## src/rtl/color_video_out_pkg.sv

```systemverilog
// Shared definitions for the colour video output path.
//   - Palette word field positions (IIII_RRRR_GGGG_BBBB).
//   - Output mode enum (live video or colour bars).
//   - Packed 8-bit RGB triple.
//   - Helper that builds the colour-bar palette word for a bar index.
package color_video_out_pkg;

    localparam int I_MSB = 15;
    localparam int R_MSB = 11;
    localparam int G_MSB = 7;
    localparam int B_MSB = 3;

    typedef enum logic {
        NORMAL = 1'b0,
        BARS   = 1'b1
    } mode_t;

    typedef struct packed {
        logic [7:0] r;
        logic [7:0] g;
        logic [7:0] b;
    } rgb8_t;

    // Full intensity, with each colour nibble lit by one bit of the bar index:
    // bar 0 is black, bar 7 is white.
    function automatic logic [15:0] bar_word(input logic [2:0] bar);
        return {4'hF, {4{bar[2]}}, {4{bar[1]}}, {4{bar[0]}}};
    endfunction

endpackage

```

## src/rtl/color_video_out_if.sv

```systemverilog
// Video bus between the colour-RAM side and the monitor side.
//   pix_en, color_in, blank_in, hsync_in, vsync_in, test_mode : towards the block
//   red, green, blue, hsync_out, vsync_out, de_out             : from the block
// master: the driver of the input stream (and reader of the outputs).
// slave : the colour video output block.
interface color_video_out_if;

    logic        pix_en;
    logic [15:0] color_in;
    logic        blank_in;
    logic        hsync_in;
    logic        vsync_in;
    logic        test_mode;
    logic [7:0]  red;
    logic [7:0]  green;
    logic [7:0]  blue;
    logic        hsync_out;
    logic        vsync_out;
    logic        de_out;

    modport master (
        output pix_en, color_in, blank_in, hsync_in, vsync_in, test_mode,
        input  red, green, blue, hsync_out, vsync_out, de_out
    );

    modport slave (
        input  pix_en, color_in, blank_in, hsync_in, vsync_in, test_mode,
        output red, green, blue, hsync_out, vsync_out, de_out
    );

endinterface

```

## src/rtl/intensity_scale.sv

```systemverilog
// Combinational intensity scaling of one 4-bit colour channel.
//   c : 4-bit channel value
//   i : 4-bit intensity
//   y : 8-bit linear value c*(i+1); peaks at 15*16 = 240, so it never overflows.
module intensity_scale (
    input  logic [3:0] c,
    input  logic [3:0] i,
    output logic [7:0] y
);

    assign y = {4'd0, c} * ({4'd0, i} + 8'd1);

endmodule

```

## src/rtl/color_video_out.sv

```systemverilog
// Colour video output stage.
// Decodes IIII_RRRR_GGGG_BBBB palette words into 8-bit linear RGB, forces
// black outside the active display and keeps sync/blank aligned with the data
// through a two-strobe pipeline. A colour-bar pattern can replace the live
// words; the request is only honoured at vsync edges so a frame never tears.
//   clk, rst : clock and synchronous active-high reset
//   vif      : video bus (slave side), see color_video_out_if
module color_video_out
    import color_video_out_pkg::*;
#(
    parameter int BAR_WIDTH = 42,
    parameter int LATENCY   = 2
) (
    input logic              clk,
    input logic              rst,
    color_video_out_if.slave vif
);

    generate
        if (LATENCY != 2) begin : g_latency_check
            $error("color_video_out: LATENCY is fixed at 2");
        end
    endgenerate

    localparam logic [8:0] BAR_W9 = 9'(BAR_WIDTH);

    mode_t       mode;
    mode_t       mode_next;
    logic        vsync_prev;
    logic        frame_edge;
    logic [8:0]  x_cnt;
    logic [8:0]  bar_q;
    logic [2:0]  bar;
    logic [15:0] sel_color;

    logic [15:0] color_p1;
    logic        de_p1;
    logic        hsync_p1;
    logic        vsync_p1;

    logic [7:0]  red_s;
    logic [7:0]  green_s;
    logic [7:0]  blue_s;
    rgb8_t       rgb_p2;
    logic        hsync_p2;
    logic        vsync_p2;
    logic        de_p2;

    // Either vsync edge marks a frame boundary.
    assign frame_edge = vif.pix_en && (vif.vsync_in != vsync_prev);

    always_comb begin
        mode_next = mode;
        if (frame_edge) begin
            mode_next = vif.test_mode ? BARS : NORMAL;
        end
    end

    always_ff @(posedge clk) begin
        if (rst) begin
            mode <= NORMAL;
        end else begin
            mode <= mode_next;
        end
    end

    always_ff @(posedge clk) begin
        if (rst) begin
            vsync_prev <= 1'b0;
            x_cnt      <= 9'd0;
        end else if (vif.pix_en) begin
            vsync_prev <= vif.vsync_in;
            if (vif.blank_in) begin
                x_cnt <= 9'd0;
            end else if (x_cnt != 9'h1FF) begin
                x_cnt <= x_cnt + 9'd1;
            end
        end
    end

    // Over-long lines stay on the last (white) bar.
    always_comb begin
        bar_q = x_cnt / BAR_W9;
        bar   = (bar_q > 9'd7) ? 3'd7 : bar_q[2:0];
    end

    // The registered mode is used, so the pixel on a frame edge is still
    // rendered with the previous mode.
    assign sel_color = (mode == BARS) ? bar_word(bar) : vif.color_in;

    // Stage 1: capture selected word and controls. de is stored rather than
    // blank so the cleared state reads as "not displayable".
    always_ff @(posedge clk) begin
        if (rst) begin
            color_p1 <= 16'd0;
            de_p1    <= 1'b0;
            hsync_p1 <= 1'b0;
            vsync_p1 <= 1'b0;
        end else if (vif.pix_en) begin
            color_p1 <= sel_color;
            de_p1    <= ~vif.blank_in;
            hsync_p1 <= vif.hsync_in;
            vsync_p1 <= vif.vsync_in;
        end
    end

    intensity_scale u_scale_r (
        .c (color_p1[R_MSB -: 4]),
        .i (color_p1[I_MSB -: 4]),
        .y (red_s)
    );

    intensity_scale u_scale_g (
        .c (color_p1[G_MSB -: 4]),
        .i (color_p1[I_MSB -: 4]),
        .y (green_s)
    );

    intensity_scale u_scale_b (
        .c (color_p1[B_MSB -: 4]),
        .i (color_p1[I_MSB -: 4]),
        .y (blue_s)
    );

    // Stage 2: scaled, blank-forced colour and aligned syncs.
    always_ff @(posedge clk) begin
        if (rst) begin
            rgb_p2   <= '0;
            hsync_p2 <= 1'b0;
            vsync_p2 <= 1'b0;
            de_p2    <= 1'b0;
        end else if (vif.pix_en) begin
            rgb_p2   <= de_p1 ? '{r: red_s, g: green_s, b: blue_s} : '0;
            hsync_p2 <= hsync_p1;
            vsync_p2 <= vsync_p1;
            de_p2    <= de_p1;
        end
    end

    assign vif.red       = rgb_p2.r;
    assign vif.green     = rgb_p2.g;
    assign vif.blue      = rgb_p2.b;
    assign vif.hsync_out = hsync_p2;
    assign vif.vsync_out = vsync_p2;
    assign vif.de_out    = de_p2;

endmodule

```

## src/flat_wrapper.sv

```systemverilog
// flat-port wrapper written by rule: the top's interface ports become plain ports
module color_video_out_flat import color_video_out_pkg::*;
#(
    parameter int BAR_WIDTH = 42,
    parameter int LATENCY   = 2
)
  (clk, rst, vif_pix_en, vif_color_in, vif_blank_in, vif_hsync_in, vif_vsync_in, vif_test_mode, vif_red, vif_green, vif_blue, vif_hsync_out, vif_vsync_out, vif_de_out);
  color_video_out_if vif_i ();
  input logic clk;
  input logic rst;
  input wire logic [$bits(vif_i.pix_en)-1:0] vif_pix_en;
  input wire logic [$bits(vif_i.color_in)-1:0] vif_color_in;
  input wire logic [$bits(vif_i.blank_in)-1:0] vif_blank_in;
  input wire logic [$bits(vif_i.hsync_in)-1:0] vif_hsync_in;
  input wire logic [$bits(vif_i.vsync_in)-1:0] vif_vsync_in;
  input wire logic [$bits(vif_i.test_mode)-1:0] vif_test_mode;
  output wire logic [$bits(vif_i.red)-1:0] vif_red;
  output wire logic [$bits(vif_i.green)-1:0] vif_green;
  output wire logic [$bits(vif_i.blue)-1:0] vif_blue;
  output wire logic [$bits(vif_i.hsync_out)-1:0] vif_hsync_out;
  output wire logic [$bits(vif_i.vsync_out)-1:0] vif_vsync_out;
  output wire logic [$bits(vif_i.de_out)-1:0] vif_de_out;
  assign vif_i.pix_en = vif_pix_en;
  assign vif_i.color_in = vif_color_in;
  assign vif_i.blank_in = vif_blank_in;
  assign vif_i.hsync_in = vif_hsync_in;
  assign vif_i.vsync_in = vif_vsync_in;
  assign vif_i.test_mode = vif_test_mode;
  assign vif_red = vif_i.red;
  assign vif_green = vif_i.green;
  assign vif_blue = vif_i.blue;
  assign vif_hsync_out = vif_i.hsync_out;
  assign vif_vsync_out = vif_i.vsync_out;
  assign vif_de_out = vif_i.de_out;
  color_video_out #(.BAR_WIDTH(BAR_WIDTH), .LATENCY(LATENCY)) u_core (.clk(clk), .rst(rst), .vif(vif_i));
endmodule
```

## config.mk

```make
export PLATFORM = sky130hd
export DESIGN_NAME = color_video_out_flat
export DESIGN_NICKNAME = d
export VERILOG_FILES = /design/src/rtl/color_video_out_pkg.sv /design/src/rtl/color_video_out_if.sv /design/src/rtl/intensity_scale.sv /design/src/rtl/color_video_out.sv /design/src/flat_wrapper.sv
export SDC_FILE = /design/constraint.sdc
export NUM_CORES = 1
export LEC_CHECK = 0
export CORE_UTILIZATION = 40
export DETAILED_ROUTE_END_ITERATION = 16
export REMOVE_ABC_BUFFERS = 1
export SLEW_MARGIN = 5
export SYNTH_ARGS = -nofsm -noshare
export SYNTH_HDL_FRONTEND = slang
export SYNTH_SLANG_ARGS = --single-unit
```

## constraint.sdc

```tcl
create_clock -name clk -period 3.14 [get_ports clk]
set_input_delay 0.628 -clock clk [delete_from_list [all_inputs] [get_ports clk]]
set_output_delay 0.628 -clock clk [all_outputs]
set_load 0.005 [all_outputs]
```

==> run summary, run 1 <==
Status = complete, but fails checks
Failing checks = negative setup slack
Synth Register Bits = 56
Hold Crit Depth = 2
Via count = 3,829
Final Power = 1.54 mW
Final clock skew = 0.00964 ns
Fill count = 1,009
Root Driver = clkbuf_8
Worst-path clk slew = 0.11 ns
CP Max Fanout = 5
Final core utilization = 0.516
Worst Hold End = u_core.vif.blue[4]
Mapped cell area = 4290 µm²
Synth unique cells = 61
Peak Freq = 316 MHz
Initial antenna violation count = 0
Worst-skew pair later-pin latency = 0.31 ns
Drc violations = 0
Crit path kind = reg2reg
Max-Cap Viols = 0
Port-buffer cells = 49
Fin nets = 669
Htree depth = 2
IO Count = 50
Die area = 11,200 µm²
N_diodes = 0
Number of cell rows = 37
Core Region = 10,400 µm²
Worst path slowest cell = fa_1
Post-Syn Instances = 525
Largest net degree at the start of global routing = 29
Worst min path class = reg2reg
CTS tree = yes
HPWL Detailed = 7.74 mm
RR Startpoint = u_core.color_p1[13]
Period utilization = 1.01
First-pass GRT wire length = 17.6 mm
Synthesis-to-layout area growth = 24.6%
WL/cell = 14.5 µm
RSZ-0062 raised after global routing = yes
Initial core utilization = 0.414
Layout cells sized above 1 = 0.146
Register area = 1130 µm²
Worst IR drop on VDD = 0.000191 V
TritonCTS sink count = 56
Ys Warns = 0
R2R setup slack = -0.02 ns
Hold Path Origin = u_core.vif.blue[4]
Final hold viol count = 0
Post-synth ARST share = 0
PnR worst setup slack = -0.0217 ns
Die H = 106 µm
FF-to-FF End = u_core.vif.blue[7]
Power Density = 288 nW/µm²
Most used DFF post-synth = dfxtp_1
CP most frequent cell = fa_1
Final ANT Viol Nets = 0
Post-synth EDFFs = 0
Clock tree buffer depth = 2
Slowest stage delay, CP = 0.53 ns
Avg Inst Size Synth = 8.18 µm²
Grt total ovfl = 0
Final min period = 3.16 ns
Register area share after synthesis = 0.261
Worst Tran Pin Value = 0.695 ns
Arrival @ worst endpoint = 3.37 ns
Startpoint types = flop
Hold WS = 0.469 ns
Aggregate global-route resource usage = 0.195
Slew Viols, Final = 0
CTS Buf Count = 5
Final Wtd Congestion = 0.850
Initial DRT Pass Iterations = 4
Worst-path cell chain = ha_4, xor2_4, buf_6, nand2_2, fa_1, fa_1, inv_1, ha_1, a21o_1, a21oi_2, o21bai_1, a21oi_1, xnor2_1, o32ai_1
Setup Viol. Count Final = 2
Leak Pwr = 2.25 nW
Die X = 106 µm
Area of the multi-input gates = 2940 µm²
Slew margin rel. = 0.536
Initial DRC Count = 128
Critical Path RT = 3.34 ns
Worst Setup End Kind = flop
Vias/cell = 5.27
Worst Reg2Reg Path Length in Cells = 14
Final wirelength = 10.6 mm
Vias in the first global route = 3,651
cell families (layout without fill, tap and decap cells):
kind of cell / count (synthesis) / after routing / synth area share
and+or+nand+nor: 175 / 175 / 0.197
AOI/OAI and AO/OA: 120 / 120 / 0.190
buffers and inverters: 83 / 149 / 0.0825
adders and majority gates: 56 / 56 / 0.195
DFF: 56 / 56 / 0.261
xor gates and xnor gates: 25 / 25 / 0.0510
muxes: 10 / 10 / 0.0233
stage by stage:
step	setup WS [ns]	std cells	instance area, µm²	setup TNS, ns
CTS	-0.000642	724	5210	-0.000642
finish	-0.0217	727	5350	-0.0405
floorplan	-0.438	491	4120	-2.71
global placement	-0.0279	712	5050	-0.0726
global route	-0.176	727	5350	-0.792
detailed placement	-0.152	712	5050	-0.777
synthesized netlist by cell type, types with 3 or more instances:
cell type / n / area share
o211ai_1: 5 / 0.0087
a22oi_1: 15 / 0.026
dfxtp_1: 56 / 0.26
buf_2: 7 / 0.0082
buf_1: 5 / 0.0044
inv_1: 46 / 0.040
o21ai_0: 9 / 0.010
o22ai_1: 10 / 0.015
mux2i_1: 10 / 0.023
buf_4: 3 / 0.0052
o32ai_1: 4 / 0.0082
and2_1: 18 / 0.026
a21oi_1: 35 / 0.041
xnor2_1: 22 / 0.045
a21o_1: 9 / 0.016
xor2_1: 3 / 0.0061
o21bai_1: 3 / 0.0052
ha_1: 38 / 0.11
nand2_1: 54 / 0.047
nor3_1: 7 / 0.0082
nand2b_1: 12 / 0.017
nor2_1: 47 / 0.041
nor2b_1: 9 / 0.013
buf_6: 3 / 0.0079
nand3_1: 12 / 0.014
clkbuf_1: 16 / 0.014
a211oi_1: 3 / 0.0052
o21ai_1: 3 / 0.0035
fa_1: 18 / 0.084
critical path, delay by kind of cell, from the launching register on:
family | cells | cell delay (ns)
buffers and inverters | 2 | 0.21
adder cells (fa/ha/maj) | 4 | 1.47
AND/OR/NAND/NOR | 1 | 0.07
flip-flops | 1 | 0.38
AO/OA/AOI/OAI | 5 | 0.64
XOR/XNOR | 2 | 0.30
per-layer routing:
layer	GRT usage	wire length (µm)
met5	0	0
met4	0.0317	38
met3	0.0241	334
met2	0.352	5390
met1	0.251	4810
layout by cell type (no fill, tap or decap), types with 3 or more instances in the layout:
| master | instances |
|---|---|
| ha_1 | 34 |
| fa_1 | 15 |
| a21oi_1 | 28 |
| nand3_1 | 12 |
| clkdlybuf4s50_1 | 48 |
| o22ai_1 | 10 |
| nand2_1 | 51 |
| nor2_1 | 47 |
| a21o_1 | 9 |
| ha_4 | 4 |
| inv_2 | 5 |
| dfxtp_1 | 53 |
| buf_4 | 38 |
| a211oi_1 | 3 |
| and2_1 | 18 |
| o211ai_1 | 5 |
| o32ai_1 | 4 |
| fa_2 | 3 |
| o21ai_0 | 9 |
| mux2i_1 | 10 |
| nand2b_1 | 12 |
| nor2b_1 | 9 |
| o21bai_1 | 3 |
| xnor2_1 | 21 |
| a22oi_1 | 15 |
| clkbuf_8 | 5 |
| buf_6 | 4 |
| a21oi_2 | 7 |
| o21ai_1 | 3 |
| nor3_1 | 7 |
| inv_1 | 43 |
worst max path at each step:
stage	cells past startpoint	endpoint	start	slack, ns
detailed placement	14	u_core.vif.green[7]	u_core.color_p1[12]	-0.15
global route	14	u_core.vif.green[7]	u_core.color_p1[13]	-0.18
CTS	14	u_core.vif.green[6]	u_core.color_p1[13]	-0.0006
finish	14	u_core.vif.blue[7]	u_core.color_p1[13]	-0.02
floorplan	13	u_core.vif.blue[7]	u_core.color_p1[12]	-0.44
global placement	14	u_core.vif.blue[7]	u_core.color_p1[12]	-0.03
power by group:
group / switching [mW] / leakage [nW] / internal [mW] / total, mW
combinational: 0.177 / 1.75 / 0.184 / 0.361
sequential: 0.0302 / 0.458 / 0.735 / 0.765
clock: 0.256 / 0.0404 / 0.159 / 0.414
area by class of cell:
class	count	area share
clock buffer	5	0.0129
clock inverter	3	0.00445
inverter	49	0.0344
multi-input combinational	386	0.550
sequential	56	0.211
tap	136	0.0318
timing repair buffer	92	0.155
state kept, by name (all words and copies together) (netlist names):
signal and count:
u_core.vsync_prev 1, u_core.mode 1, u_core.vif.red 8, u_core.hsync_p1 1
u_core.x_cnt 9, u_core.vif.de_out 1, u_core.vif.green 8, u_core.vif.blue 8
u_core.vif.vsync_out 1, u_core.vif.hsync_out 1, u_core.color_p1 16, u_core.de_p1 1
what timing repair did:
item                       CTS  global route
cloned                       1             0
setup buffers                3             3
setup endpoints to repair    9            11
gates resized for setup     11            27
hold buffers                 0             0
pin swaps                   10            20
Power figures use the tool's default switching activity.
==> run 2: changes to the inputs <==
- SLEW_MARGIN: 5 -> default
- clock period: 3.14 -> 3.7 ns (I/O delays scaled with it)
==> run 2 against run 1 <==
Effect of this change:
- the run now ends clean
- clock skew rose by 0.0016 ns
- sequential cell count did not move
- non-clock buffer count fell by 34
- design area fell by 7.0%
- first-iteration DRC count rose by 9.4%
- critical path depth fell by 2
- register-to-register slack improved by 0.31 ns
- via count fell by 4.9%
- global-route usage fell by 0.87 points
- worst hold slack got worse by 0.0017 ns
- worst setup slack improved by 0.31 ns
- critical path type unchanged
==> run summary, run 2 (same netlist as run 1, synthesis figures left out) <==
Die H = 106 µm
Number of cell rows = 37
WL/cell = 14.2 µm
TritonCTS sink count = 56
Synthesis-to-layout area growth = 15.8%
Worst-skew pair later-pin latency = 0.31 ns
Fin Setup TNS = 0 ns
Max-Cap Viols = 0
Fin nets = 635
Max reg flops = 16
Layout cells sized above 1 = 0.0485
Worst min path class = reg2reg
First-pass GRT wire length = 17.0 mm
RSZ-0062 raised after global routing = no
Critical Path RT = 3.90 ns
Initial core utilization = 0.414
Final ANT Viol Nets = 0
Leak Pwr = 2.08 nW
Startpoint types = flop
Post-CTS Hold Fix Bufs = 0
Post-Place Setup Slack = 0.275 ns
Vias/cell = 5.25
Largest register by flop count = u_core.color_p1
Worst-path clk slew = 0.11 ns
Setup Buffers After CTS = 0
Worst Tran Pin Value = 0.932 ns
Initial DRT Pass Iterations = 4
HPWL Detailed = 7.35 mm
Worst Setup End Kind = flop
Setup Viol. Count Final = 0
Slew margin rel. = 0.378
Grt total ovfl = 0
Final wirelength = 9.86 mm
Worst IR drop on VDD = 0.000222 V
Largest net degree at the start of global routing = 29
Placed Cells = 685
Port-buffer cells = 49
Die area = 11,200 µm²
CP Max Fanout = 12
Root Driver = clkbuf_8
CTS tree = yes
Initial DRC Count = 140
Fin area = 4970 µm²
Via count = 3,641
CTS Buf Count = 5
PnR worst setup slack = 0.287 ns
Final clock skew = 0.0113 ns
N_diodes = 0
Slew Viols, Final = 0
Arrival @ worst endpoint = 3.61 ns
Drc violations = 0
Power Density = 267 nW/µm²
Htree depth = 2
Post_cts resized = 0
Most common cell after layout, fill and taps aside = dfxtp_1
Commonest cells after routing, fill and taps aside = 56 x dfxtp_1, 54 x nand2_1, 48 x clkdlybuf4s50_1, 47 x nor2_1, 46 x inv_1
Biggest regs = u_core.color_p1: 16 flops, u_core.x_cnt: 9 flops
Crit path kind = reg2reg
R2R setup slack = 0.29 ns
Initial antenna violation count = 0
Core Region = 10,400 µm²
Vias in the first global route = 3,532
Final min period = 3.41 ns
Status = completed
Die X = 106 µm
Peak Freq = 293 MHz
Final non-filler cell total = 693
Final Wtd Congestion = 0.797
Aggregate global-route resource usage = 0.186
Final core utilization = 0.479
Period utilization = 0.922
Clock tree buffer depth = 2
Placed cell areas = 4850 µm²
IO Count = 50
Final hold viol count = 0
## run 2: cell count changes in the layout (fill, tap and decap cells not counted), moves of 3 or more
cell     previous run  this run
fa_2                3         0
inv_1              43        46
ha_4                4         0
a21oi_1            28        35
dfxtp_1            53        56
ha_1               34        38
buf_4              38         9
fa_1               15        18
nand2_1            51        54
a21oi_2             7         0
buf_6               4         0
inv_2               5         2
## run 2: layout make-up
class	instances	area, µm²
clock inverter	1	30.0
inverter	49	184
tap	136	170
sequential	56	1120
multi-input combinational	386	2820
fill	1063	5400
clock buffer	7	96.3
timing repair buffer	58	553
## run 2: power by group
group          switching (mW)  internal [mW]
clock network           0.202          0.239
logic                   0.129          0.107
registers              0.0251          0.624
## run 2: path summary, 6_finish.rpt
check / startpoint / end / cells past startpoint
worst min-delay path: u_core.vif.blue[4] / u_core.vif.blue[4] / 2
worst max register to register: u_core.color_p1[12] / u_core.vif.blue[7] / 12
worst min register to register: u_core.vif.blue[4] / u_core.vif.blue[4] / 2
worst max-delay path: u_core.color_p1[12] / u_core.vif.blue[7] / 12
## run 2: layer usage
layer	up-vias	part of all wire	GRT usage
met5	-	0	0
met4	0	0.0065	0.0347
met3	4	0.036	0.0216
met2	69	0.49	0.330
met1	1727	0.47	0.245
li1	1841	-	-
## run 2: stage by stage
step	hold WS, ns	power [mW]
after floorplan	0.451	0.795
after global placement	0.450	0.895
after detailed placement	0.454	0.899
after CTS	0.470	1.35
after global routing	0.489	1.39
final	0.468	1.33
## run 2: critical path: stages (launching register included)
cell,delay [ns]
dfxtp_1,0.33
ha_1,0.50
nand2_1,0.13
fa_1,0.51
fa_1,0.60
inv_1,0.06
ha_1,0.29
a21o_1,0.15
a21oi_1,0.23
o21bai_1,0.09
a21oi_1,0.18
xnor2_1,0.13
o32ai_1,0.10
